**config.mk**
```make
export PLATFORM = sky130hd
export DESIGN_NAME = bin_to_bcd_digits_flat
export DESIGN_NICKNAME = d
export VERILOG_FILES = /design/src/rtl/bin_to_bcd_digits_pkg.sv /design/src/rtl/bin_to_bcd_digits_if.sv /design/src/rtl/bcd_add3.sv /design/src/rtl/bin_to_bcd_digits.sv /design/src/flat_wrapper.sv
export SDC_FILE = /design/constraint.sdc
export NUM_CORES = 1
export LEC_CHECK = 0
export BUFFER_PORTS_ARGS = -buffer_cell sky130_fd_sc_hd__buf_2
export CAP_MARGIN = 20
export CORE_MARGIN = 8
export CORE_UTILIZATION = 50
export DETAILED_ROUTE_END_ITERATION = 8
export HOLD_SLACK_MARGIN = 0.12
export MAX_ROUTING_LAYER = met4
export PLACE_DENSITY = 0.71
export SLEW_MARGIN = 20
export SYNTH_ARGS = -nofsm -noshare
export SYNTH_HDL_FRONTEND = slang
export SYNTH_HIERARCHICAL = 1
export SYNTH_SLANG_ARGS = --single-unit
```
**constraint.sdc**
```tcl
create_clock -name clk_100MHz -period 2 [get_ports clk_100MHz]
set_clock_uncertainty 0.05 [all_clocks]
set_input_delay 0.1 -clock clk_100MHz [delete_from_list [all_inputs] [get_ports clk_100MHz]]
set_output_delay 0.1 -clock clk_100MHz [all_outputs]
set_load 0.01 [all_outputs]
```
**src/rtl/bin_to_bcd_digits_pkg.sv**
```systemverilog
// Shared constants and types for the binary-to-BCD display front end.
package bin_to_bcd_digits_pkg;

    localparam int unsigned DISP_DIGITS = 4;
    localparam int unsigned BCD_W       = 4;
    localparam int unsigned DISP_MAX    = 9999;

    localparam logic [1:0] ST_IDLE  = 2'd0;
    localparam logic [1:0] ST_SHIFT = 2'd1;
    localparam logic [1:0] ST_LOAD  = 2'd2;

    typedef struct packed {
        logic [BCD_W-1:0] d3;
        logic [BCD_W-1:0] d2;
        logic [BCD_W-1:0] d1;
        logic [BCD_W-1:0] d0;
    } bcd_digits_t;

endpackage

```
**src/rtl/bin_to_bcd_digits_if.sv**
```systemverilog
// Request/result bundle between a binary source and the BCD converter.
interface bin_to_bcd_digits_if #(
    parameter int unsigned BIN_W = 14
);
    import bin_to_bcd_digits_pkg::*;

    logic             start;
    logic [BIN_W-1:0] bin;
    logic             busy;
    logic             done;
    logic             ovf;
    logic [BCD_W-1:0] D3;
    logic [BCD_W-1:0] D2;
    logic [BCD_W-1:0] D1;
    logic [BCD_W-1:0] D0;

    modport master (
        output start, bin,
        input  busy, done, ovf, D3, D2, D1, D0
    );

    modport slave (
        input  start, bin,
        output busy, done, ovf, D3, D2, D1, D0
    );

endinterface

```
**src/rtl/bcd_add3.sv**
```systemverilog
// Double-dabble digit corrector: adds 3 to a BCD nibble of 5 or more.
module bcd_add3
    import bin_to_bcd_digits_pkg::*;
(
    input  logic [BCD_W-1:0] din,
    output logic [BCD_W-1:0] dout
);

    always_comb begin
        dout = din;
        if (din >= BCD_W'(5)) dout = din + BCD_W'(3);
    end

endmodule

```
**src/rtl/bin_to_bcd_digits.sv**
```systemverilog
// Sequential shift-add-3 binary-to-BCD converter feeding the 4-digit display.
// Saturates at 9999 and holds the last result until the next conversion loads.
module bin_to_bcd_digits
    import bin_to_bcd_digits_pkg::*;
#(
    parameter int unsigned BIN_W = 14
) (
    input  logic                clk_100MHz,
    input  logic                rst,
    bin_to_bcd_digits_if.slave  bus
);

    localparam int unsigned BCD_BITS = DISP_DIGITS * BCD_W;
    localparam int unsigned SR_W     = BCD_BITS + BIN_W;
    localparam int unsigned CNT_W    = $clog2(BIN_W + 1);

    logic [1:0]       state_q,   state_d;
    logic [SR_W-1:0]  sr_q,      sr_d;
    logic [CNT_W-1:0] cnt_q,     cnt_d;
    logic             ovf_lat_q, ovf_lat_d;
    logic             busy_q,    busy_d;
    logic             done_q,    done_d;
    logic             ovf_q,     ovf_d;
    bcd_digits_t      digits_q,  digits_d;

    logic             ovf_c;
    logic [BIN_W-1:0] sat_c;
    logic [BCD_BITS-1:0] bcd_corr_c;
    logic [SR_W-1:0]  sr_shift_c;

    // Compare at 32 bits so narrow BIN_W never truncates the 9999 limit.
    assign ovf_c = 32'(bus.bin) > 32'(DISP_MAX);
    assign sat_c = ovf_c ? BIN_W'(DISP_MAX) : bus.bin;

    for (genvar g = 0; g < int'(DISP_DIGITS); g++) begin : g_add3
        bcd_add3 u_add3 (
            .din  (sr_q[BIN_W + g*BCD_W +: BCD_W]),
            .dout (bcd_corr_c[g*BCD_W +: BCD_W])
        );
    end

    assign sr_shift_c = {bcd_corr_c[BCD_BITS-2:0], sr_q[BIN_W-1:0], 1'b0};

    always_comb begin
        state_d   = state_q;
        sr_d      = sr_q;
        cnt_d     = cnt_q;
        ovf_lat_d = ovf_lat_q;
        busy_d    = busy_q;
        done_d    = 1'b0;
        ovf_d     = ovf_q;
        digits_d  = digits_q;

        case (state_q)
            ST_IDLE: begin
                if (bus.start) begin
                    sr_d      = {BCD_BITS'(0), sat_c};
                    cnt_d     = '0;
                    ovf_lat_d = ovf_c;
                    busy_d    = 1'b1;
                    state_d   = ST_SHIFT;
                end
            end
            ST_SHIFT: begin
                sr_d  = sr_shift_c;
                cnt_d = cnt_q + CNT_W'(1);
                if (cnt_q == CNT_W'(BIN_W - 1)) state_d = ST_LOAD;
            end
            ST_LOAD: begin
                digits_d = bcd_digits_t'(sr_q[BIN_W +: BCD_BITS]);
                ovf_d    = ovf_lat_q;
                done_d   = 1'b1;
                busy_d   = 1'b0;
                state_d  = ST_IDLE;
            end
            default: begin
                busy_d  = 1'b0;
                state_d = ST_IDLE;
            end
        endcase
    end

    always_ff @(posedge clk_100MHz or posedge rst) begin
        if (rst) begin
            state_q   <= ST_IDLE;
            sr_q      <= '0;
            cnt_q     <= '0;
            ovf_lat_q <= 1'b0;
            busy_q    <= 1'b0;
            done_q    <= 1'b0;
            ovf_q     <= 1'b0;
            digits_q  <= '0;
        end else begin
            state_q   <= state_d;
            sr_q      <= sr_d;
            cnt_q     <= cnt_d;
            ovf_lat_q <= ovf_lat_d;
            busy_q    <= busy_d;
            done_q    <= done_d;
            ovf_q     <= ovf_d;
            digits_q  <= digits_d;
        end
    end

    assign bus.busy = busy_q;
    assign bus.done = done_q;
    assign bus.ovf  = ovf_q;
    assign bus.D3   = digits_q.d3;
    assign bus.D2   = digits_q.d2;
    assign bus.D1   = digits_q.d1;
    assign bus.D0   = digits_q.d0;

endmodule
```
**src/flat_wrapper.sv**
```systemverilog
// flat-port wrapper written by rule: the top's interface ports become plain ports
module bin_to_bcd_digits_flat import bin_to_bcd_digits_pkg::*;
#(
    parameter int unsigned BIN_W = 14
)
  (clk_100MHz, rst, bus_start, bus_bin, bus_busy, bus_done, bus_ovf, bus_D3, bus_D2, bus_D1, bus_D0);
  bin_to_bcd_digits_if #(.BIN_W(BIN_W)) bus_i ();
  input  logic clk_100MHz;
  input  logic rst;
  input wire logic [$bits(bus_i.start)-1:0] bus_start;
  input wire logic [$bits(bus_i.bin)-1:0] bus_bin;
  output wire logic [$bits(bus_i.busy)-1:0] bus_busy;
  output wire logic [$bits(bus_i.done)-1:0] bus_done;
  output wire logic [$bits(bus_i.ovf)-1:0] bus_ovf;
  output wire logic [$bits(bus_i.D3)-1:0] bus_D3;
  output wire logic [$bits(bus_i.D2)-1:0] bus_D2;
  output wire logic [$bits(bus_i.D1)-1:0] bus_D1;
  output wire logic [$bits(bus_i.D0)-1:0] bus_D0;
  assign bus_i.start = bus_start;
  assign bus_i.bin = bus_bin;
  assign bus_busy = bus_i.busy;
  assign bus_done = bus_i.done;
  assign bus_ovf = bus_i.ovf;
  assign bus_D3 = bus_i.D3;
  assign bus_D2 = bus_i.D2;
  assign bus_D1 = bus_i.D1;
  assign bus_D0 = bus_i.D0;
  bin_to_bcd_digits #(.BIN_W(BIN_W)) u_core (.clk_100MHz(clk_100MHz), .rst(rst), .bus(bus_i));
endmodule
```
==> key figures, run 1 <==
Die
  • Top Ports: 36
  • Rows: 26
  • CORE AREA: just over 5000 um^2
  • Initial Utilization: around 52%
  • Die Width: 89.6 um
  • Die H: 89.6 um
  • Die ar.: 8030 um^2

Power
  • Pint: roughly 2.7 mW
  • Clk pwr share: 14.3%
  • Leak Pwr: 1.67 nW
  • P_sw: around 1.8 mW
  • Sw Share: ~39%
  • IR drop worst, VDD: about 600 uV
  • Combinational share of power: between 40 and 50%
  • Register share of total power: 44.2%
  • Power Density: approximately 1400 nW/um^2

Critical path
  • Worst reg-to-reg setup slack: approximately 290 ps
  • Register-to-Register Path Depth: 3
  • WP data required: roughly 2100 ps
  • CP Max Fanout: 5
  • Arrival time worst endpoint: approximately 1800 ps
  • Startpoint Class: primary input
  • Crit Path Category: primary input to flip-flop
  • R2R Path End: u_core/sr_q[5]$_DFFE_PP0P_
  • Worst reg2reg startpoint: u_core/state_q[1]$_DFFE_PP0P_
  • Crit. End Element: flip-flop

Synth
  • Synth Warn #: 6
  • Synthesized area per cell: 10.0 um^2
  • Syn Std Cell Area: 2710 um^2
  • Mapped Cells: 270
  • Mapped Nets: just under 300

Clock tree
  • CTS Root Cell: clkbuf_8
  • Clock sinks: 56
  • H-tree lvl count: 2
  • CTS Buffer Depth: 2
  • CTS tree: built
  • Hold buffer count at cts: 12
  • CTS buffer count: 5
  • PostCTS Resize Cnt: 0
  • Post-CTS setup buffer count: 0
  • Worst-Skew Late Latency: 300 ps
  • Clk pin slew, worst setup/hold paths: ~100 ps

STA
  • Worst-Margin Slew: a little under 800 ps
  • Setup Total Neg Slack: 0 ps
  • Final worst setup slack: between 200 and 300 ps
  • # setup viols final: 0
  • Final hold violation count: 0
  • Max-slew violation count: 0
  • Rel. slew slack: a little under half
  • RSZ-0062 raised after global routing: false
  • Fmax: 0.585 GHz
  • Crit path time final: ~1700 ps
  • Crit share post-route: a little under nine tenths

Place
  • Total placed cells including tap cells: ~370
  • Dpl hpwl: roughly 3.6 mm
  • RePlAce Congestion: 0.802
  • Input/output buffers: 35
  • Post-Place Worst Slack: around 290 ps
  • Cell Area, Placed: between 2000 and 3000 um^2

Worst hold path
  • Hold Crit Class: primary input to flip-flop
  • Hold depth: 3
  • Hold Path End: u_core/sr_q[11]$_DFFE_PP0P_
  • Worst hold path startpoint: bus_bin[11]

Run
  • Max Cap Viol: 0

Final layout
  • Final Cell Area: ~3200 um^2
  • Area Overhead vs Synth: 17.6%
  • Fill cell count: between 400 and 500
  • Most common cell after layout, fill and taps aside: dfrtp_1
  • Final non-filler cell total: a little under 400
  • # diodes: 0
  • Most frequent cells in the layout: dfrtp_1, nand2_1, buf_2
  • Ratio of cells with drive above 1 in the final layout: around 23%
  • Fin util: about three fifths
  • Nets: between 300 and 400

Routing
  • Drt first pass iters: 4
  • Final wirelength: ~5.3 mm
  • Initial DRC Count: between 100 and 150
  • WL/cell: approximately 14 um
  • # DRC: 0
  • Vias per cell: just over 5
  • Routed via count: around 2000
  • Number of routed nets with antenna violations: 0

Global routing
  • First-pass GRT wire length: 9.32 mm
  • Grt total ovfl: 0
  • GRT Total Usage: 15.0%
  • Largest net degree at the start of global routing: 57
  • Initial antenna violation count: 0
  • Vias in the first global route: between 1500 and 2000

Outcome
  • Status: finished, final reports clean
power by group through the flow:
stage	clock (mW)	sequential, mW	combinational (mW)
2_1_floorplan	0	1.95	1.43
3_3_place_gp	0	1.99	1.81
3_5_place_dp	0	2.01	1.88
4_1_cts	0.663	1.99	1.90
5_1_grt	0.710	2.06	2.16
6_report	0.641	1.98	1.86
critical path, cell delays in order:
cell and delay (ps):
dlygate4sd3_1 530, buf_2 120, or4_1 510, a21oi_1 400, a31oi_1 150
how the worst max path moves through the flow:
| stage | from | endpoint | cells past startpoint |
|---|---|---|---|
| CTS | u_core/state_q[1]$_DFFE_PP0P_ | u_core/sr_q[5]$_DFFE_PP0P_ | 3 |
| finish | bus_bin[6] | u_core/sr_q[3]$_DFFE_PP0P_ | 5 |
| global placement | u_core/state_q[1]$_DFFE_PP0P_ | u_core/sr_q[6]$_DFFE_PP0P_ | 3 |
| floorplan | u_core/state_q[0]$_DFFE_PP0P_ | u_core/sr_q[4]$_DFFE_PP0P_ | 5 |
| global route | u_core/state_q[1]$_DFFE_PP0P_ | u_core/sr_q[7]$_DFFE_PP0P_ | 3 |
| detailed placement | u_core/state_q[1]$_DFFE_PP0P_ | u_core/sr_q[5]$_DFFE_PP0P_ | 3 |
registers in the layout, indices dropped and copies added (netlist names):
name,cells
u_core/bus.D0,4
u_core/bus.ovf,1
u_core/bus.D1,4
u_core/state_q,2
u_core/bus.D3,4
u_core/bus.busy,1
u_core/cnt_q,4
u_core/ovf_lat_q,1
u_core/bus.done,1
u_core/bus.D2,4
u_core/sr_q,30
through the flow:
stage / hold WS (ps) / power [mW]
3_3_place_gp: 280 / 3.80
5_1_grt: 174 / 4.93
4_1_cts: 154 / 4.55
2_1_floorplan: 179 / 3.38
3_5_place_dp: 288 / 3.89
6_report: 169 / 4.49
layout make-up:
type,count,area (um^2),share of cell area [%]
Tap cell,70,87.6,2.75
Inverter,20,75.1,2.36
Clock inverter,1,7.51,0.236
Sequential cell,56,1400,44.0
Clock buffer,7,86.3,2.71
Multi-Input combinational cell,182,1170,36.8
Timing Repair Buffer,53,353,11.1
routing by layer:
metal / GRT usage [%] / up-vias / share of wire, % / wire length [um]
li1: - / 1008 / - / -
met1: 18.5 / 960 / 46 / 2460
met2: 24.4 / 36 / 49 / 2580
met3: 3.18 / 4 / 4.5 / 241
met4: 3.93 / 0 / 0.68 / 36
met5: - / - / 0 / 0
No activity file was read; power rests on OpenSTA's default activity.
==> run 2: changes to the inputs <==
==> constraint.sdc (replaced) <==
create_clock -name clk_100MHz -period 2 [get_ports clk_100MHz]
set_clock_uncertainty 0.05 [all_clocks]
set_input_delay 0.4 -clock clk_100MHz [delete_from_list [all_inputs] [get_ports clk_100MHz]]
set_output_delay 0.4 -clock clk_100MHz [all_outputs]
set_load 0.01 [all_outputs]
==> run 2 against run 1 <==
Compared with the run above:
- sequential power barely moved
- total power grew 3.4%
- design area fell by 1.4%
- setup slack gained 58 ps
- clock power rose by 15%
- sequential share of layout area grew 0.63 points
- wire length decreased by 4.6%
- register-to-register slack gained 60 ps
- utilization fell by 0.87 points
==> key figures, run 2 (synthesis gave the netlist of run 1 again) <==
Clock tree
  • Post-CTS setup buffer count: 0
  • PostCTS Resize Cnt: 0
  • H-tree lvl count: 2
  • Worst-Skew Late Latency: just over 300 ps
  • CTS Root Cell: clkbuf_8
  • Clk pin slew, worst setup/hold paths: roughly 100 ps
  • Clock sinks: 56
  • CTS Buffer Depth: 2
  • CTS tree: built
  • CTS buffer count: 5

Final layout
  • Max FFs per register: 30
  • Nets: 337
  • # diodes: 0
  • Fin util: about three fifths
  • Ratio of cells with drive above 1 in the final layout: between 20% and 30%
  • Most common cell after layout, fill and taps aside: dfrtp_1
  • Area Overhead vs Synth: 15.9%
  • Biggest register: u_core/sr_q
  • Fill cell count: approximately 450
  • Most frequent cells in the layout: dfrtp_1, nand2_1, buf_2

Power
  • Leak Pwr: roughly 1.7 nW
  • IR drop worst, VDD: around 580 uV
  • Power Density: 1480 nW/um^2

Global routing
  • Vias in the first global route: 1930
  • Largest net degree at the start of global routing: 41
  • Initial antenna violation count: 0
  • Grt total ovfl: 0
  • First-pass GRT wire length: ~8.7 mm
  • GRT Total Usage: between 10 and 15%

STA
  • RSZ-0062 raised after global routing: false
  • Rel. slew slack: ~73%
  • Max-slew violation count: 0
  • Worst-Margin Slew: between 400 and 500 ps
  • # setup viols final: 0
  • Crit share post-route: 82.6%
  • Final hold violation count: 0
  • Setup Total Neg Slack: 0 ps
  • Fmax: around 0.61 GHz
  • Crit path time final: 1650 ps

Outcome
  • Status: finished, final reports clean

Critical path
  • CP Max Fanout: 6
  • Crit path cell chain: or3b_1 > or4_4 > o21ai_1
  • Crit. End Element: flip-flop
  • WP data required: ~2200 ps
  • Crit path buffers/inverters: 0
  • CP peak stage delay: around 550 ps
  • Family with the most delay on the worst path: simple AND/OR/NAND/NOR gates
  • Crit Path Category: flip-flop to flip-flop
  • Critical-path top delay cell: or4_4
  • Arrival time worst endpoint: roughly 1900 ps
  • Startpoint Class: flip-flop

Routing
  • # DRC: 0
  • Final wirelength: 5.07 mm
  • Routed via count: between 1500 and 2000
  • Initial DRC Count: 87
  • Drt first pass iters: 4
  • WL/cell: 13.3 um
  • Vias per cell: between 5 and 6
  • Number of routed nets with antenna violations: 0

Die
  • Top Ports: 36
  • Die H: about 90 um
  • Die ar.: 8030 um^2
  • Die Width: roughly 90 um
  • Rows: 26
  • CORE AREA: 5170 um^2
  • Initial Utilization: 52.3%

Run
  • Max Cap Viol: 0

Place
  • Input/output buffers: 35
  • Dpl hpwl: 3.66 mm
  • RePlAce Congestion: around 0.76

Worst hold path
  • Hold Crit Class: primary input to flip-flop
==> run 2: report_power, final <==
group / total (mW) / internal [mW] / switching (mW)
Clock: 0.739 / 0.371 / 0.368
Sequential: 1.98 / 1.59 / 0.384
Combinational: 1.92 / 0.888 / 1.03
Total: 4.64 / 2.85 / 1.79
==> run 2: worst min-delay path, stage by stage <==
cell and delay, ps:
buf_2 100, inv_1 40, o21ai_1 60
==> run 2: layout make-up <==
class | count | area (um^2) | area share, %
clock buffers | 5 | 68.8 | 2.19
clock inverters | 3 | 42.5 | 1.36
inverters | 20 | 75.1 | 2.39
multi-input cells | 182 | 1170 | 37.4
flip-flops and latches | 56 | 1400 | 44.7
well taps | 70 | 87.6 | 2.79
repair buffers | 45 | 290 | 9.25
==> run 2: what timing repair did <==
action	4_1_cts	5_1_grt
endpoints found under the setup margin	0	0
endpoints found under the hold margin	16	0
hold buffers	1	0
==> run 2: path summary, 6_finish.rpt <==
kind,from,to,slack [ps],cells after the start
max,u_core/state_q[0]$_DFFE_PP0P_,u_core/sr_q[4]$_DFFE_PP0P_,350,3
min,bus_bin[5],u_core/sr_q[5]$_DFFE_PP0P_,270,3
max reg2reg,u_core/state_q[0]$_DFFE_PP0P_,u_core/sr_q[4]$_DFFE_PP0P_,350,3
min reg2reg,u_core/sr_q[13]$_DFFE_PP0P_,u_core/sr_q[14]$_DFFE_PP0P_,440,2
max in group asynchronous,rst,u_core/bus.D3[2]$_DFFE_PP0P_,830,4
min in group asynchronous,rst,u_core/bus.D3[3]$_DFFE_PP0P_,550,3
==> run 2: metal layers <==
layer	wire [um]	part of all wire, %	vias up	global-route usage (%)
met5	0	0	-	-
met4	70	1.4	0	5.44
met3	291	5.7	5	3.73
met2	2270	45	51	22.3
met1	2440	48	922	17.4
li1	-	-	998	-
==> run 2: metrics by stage <==
step | total power [mW] | setup WS (ps) | std cells | area [um^2] | hold WS [ps]
6_report | 4.64 | 347 | 381 | 3140 | 267
5_1_grt | 5.07 | 304 | 381 | 3140 | 263
4_1_cts | 4.69 | 329 | 381 | 3140 | 256
3_5_place_dp | 3.94 | 249 | 372 | 3020 | 345
3_3_place_gp | 3.85 | 293 | 372 | 3020 | 347
2_1_floorplan | 3.38 | 179 | 270 | 2710 | 389
==> run 3: changes to the inputs <==
==> constraint.sdc (replaced) <==
create_clock -name clk_100MHz -period 1.6 [get_ports clk_100MHz]
set_clock_uncertainty 0.05 [all_clocks]
set_input_delay 0.32 -clock clk_100MHz [delete_from_list [all_inputs] [get_ports clk_100MHz]]
set_output_delay 0.32 -clock clk_100MHz [all_outputs]
set_load 0.01 [all_outputs]
==> run 3 against run 2 <==
Compared with the run above:
- the flow now finishes with violations (negative setup slack)
- combinational power up 30%
- worst hold slack got worse by 67 ps
- global-route usage up 0.66 points
- sequential share of layout area down 0.35 points
- total power rose by 23%
- clock-buffer cell count grew 1
- final cell count is 1.3% higher
- sequential power increased by 23%
- critical path depth stayed put
- maximum frequency is 1.7% higher
- critical path type unchanged
- largest power group is now combinational cells
- highest routed layer unchanged
==> key figures, run 3 (synthesis gave the netlist of run 1 again) <==
Run
  • Max Cap Viol: 0

Critical path
  • Crit. End Element: flip-flop
  • CP Max Fanout: 4
  • Worst setup path start: u_core/state_q[0]$_DFFE_PP0P_
  • R2R Path End: u_core/sr_q[6]$_DFFE_PP0P_
  • Crit path buffers/inverters: 0
  • Crit path cell chain: or3b_1 > or4_4 > o21ai_2
  • WP data required: approximately 1800 ps
  • Family with the most delay on the worst path: simple AND/OR/NAND/NOR gates
  • CP peak stage delay: slightly below 600 ps
  • Crit Path Category: flip-flop to flip-flop
  • Levels on crit path: 3
  • Critical-path top delay cell: or4_4
  • Register-to-Register Path Depth: 3
  • Worst reg2reg startpoint: u_core/state_q[0]$_DFFE_PP0P_
  • Startpoint Class: flip-flop
  • Worst reg-to-reg setup slack: -20 ps
  • Arrival time worst endpoint: 1810 ps
  • Crit path to: u_core/sr_q[6]$_DFFE_PP0P_

Final layout
  • Most frequent cells in the layout: dfrtp_1, nand2_1, buf_2
  • Most common cell after layout, fill and taps aside: dfrtp_1
  • Biggest register: u_core/sr_q
  • Nets: about 340
  • Sequential cell area: between 1000 and 1500 um^2
  • Area Overhead vs Synth: 16.8%
  • Fill cell count: roughly 450
  • # diodes: 0
  • Ratio of cells with drive above 1 in the final layout: 27.2%
  • Max FFs per register: 30
  • Multi-input gate area: roughly 1200 um^2

Power
  • IR drop worst, VDD: 935 uV
  • Power Density: 1810 nW/um^2
  • Leak Pwr: about 1.7 nW

Clock tree
  • Clock sinks: 56
  • Worst-Skew Late Latency: 300 ps
  • CTS tree: built
  • CTS buffer count: 5
  • CTS Buffer Depth: 2
  • Clk pin slew, worst setup/hold paths: 90 ps
  • CTS Root Cell: clkbuf_8
  • H-tree lvl count: 2

Global routing
  • Vias in the first global route: approximately 2100
  • Top Usage Layer GRT: met2
  • Grt total ovfl: 0
  • GRT Total Usage: around 15%
  • Met1 usage: 17.5%
  • M2 GR Usage: 25.1%
  • Grt met3 use: slightly above 3%
  • Largest net degree at the start of global routing: 57
  • Initial antenna violation count: 0
  • First-pass GRT wire length: about 9.2 mm

STA
  • Max-slew violation count: 0
  • Setup Total Neg Slack: -69.8 ps
  • Final hold violation count: 0
  • Final worst setup slack: -24.9 ps
  • Crit path time final: roughly 1600 ps
  • RSZ-0062 raised after global routing: true
  • Worst-Margin Slew: slightly below 300 ps
  • Crit share post-route: 102%
  • # setup viols final: 4
  • Fmax: 0.615 GHz
  • Rel. slew slack: between 80% and 90%

Routing
  • WL/cell: around 14 um
  • Final wirelength: around 5.2 mm
  • Routed via count: slightly above 2000
  • Number of routed nets with antenna violations: 0
  • Initial DRC Count: 100
  • Drt first pass iters: 4
  • Vias per cell: 5.27
  • # DRC: 0

Outcome
  • Status: finished with violations
  • Failing checks: negative setup slack

Die
  • Die ar.: around 8000 um^2
  • Rows: 26
  • Die H: between 80 and 90 um
  • Initial Utilization: a little over half
  • Top Ports: 36
  • CORE AREA: between 5000 and 6000 um^2
  • Die Width: approximately 90 um

Place
  • RePlAce Congestion: slightly above 0.8
  • Post-Place Worst Slack: -3.01 ps
  • Input/output buffers: 35
  • Dpl hpwl: about 3.7 mm

Worst hold path
  • Hold Crit Class: primary input to flip-flop
==> run 3: final cells by class <==
type                            instances  area share (%)
Sequential cell                        56            44.3
Multi-Input combinational cell        182            37.5
Timing Repair Buffer                   50            9.97
Tap cell                               70            2.77
Clock buffer                            6            2.61
Inverter                               20            2.49
Clock inverter                          2           0.316
==> run 3: worst register-to-register path, stage by stage, from the launching register on <==
cell and delay, ps:
dfrtp_1 380, or3b_1 400, or4_4 590, o21ai_2 130
==> run 3: metrics by stage <==
stage	power (mW)	cells	cell area, um^2	util, %	hold slack [ps]
finish	5.71	386	3160	61.2	200
global placement	4.82	376	3040	58.7	366
global route	6.27	386	3160	61.2	190
detailed placement	4.95	376	3040	58.7	371
CTS	5.74	385	3140	60.7	191
floorplan	4.23	270	2710	-	350
==> run 3: power by group <==
| part | total [mW] | switching, mW | internal, mW |
|---|---|---|---|
| combinational | 2.49 | 1.35 | 1.14 |
| sequential | 2.44 | 0.450 | 1.99 |
| clock | 0.783 | 0.437 | 0.346 |
| total | 5.71 | 2.23 | 3.48 |
==> run 3: metal layers <==
metal	share of wire [%]	wire length (um)
met5	0	0
met3	4.4	232
met1	46	2420
met4	1.1	56
met2	48	2520
==> run 3: repair_timing <==
item	4_1_cts	5_1_grt
buffers inserted	0	1
endpoints found under the hold margin	56	0
resized for setup	0	4
pin swaps	0	2
hold buffers	1	0
setup endpoints to repair	3	4
==> run 3: worst min-delay path by stage <==
stage                     startpoint                            to  slack (ps)  cells after the start
after floorplan                  rst  u_core/bus.D0[0]$_DFFE_PP0P_         350                      1
after global placement           rst  u_core/bus.D2[2]$_DFFE_PP0P_         370                      3
after detailed placement         rst  u_core/bus.D2[1]$_DFFE_PP0P_         370                      3
after CTS                 bus_bin[2]    u_core/sr_q[2]$_DFFE_PP0P_         190                      3
after global routing      bus_bin[2]    u_core/sr_q[2]$_DFFE_PP0P_         190                      3
final                     bus_bin[2]    u_core/sr_q[2]$_DFFE_PP0P_         200                      3
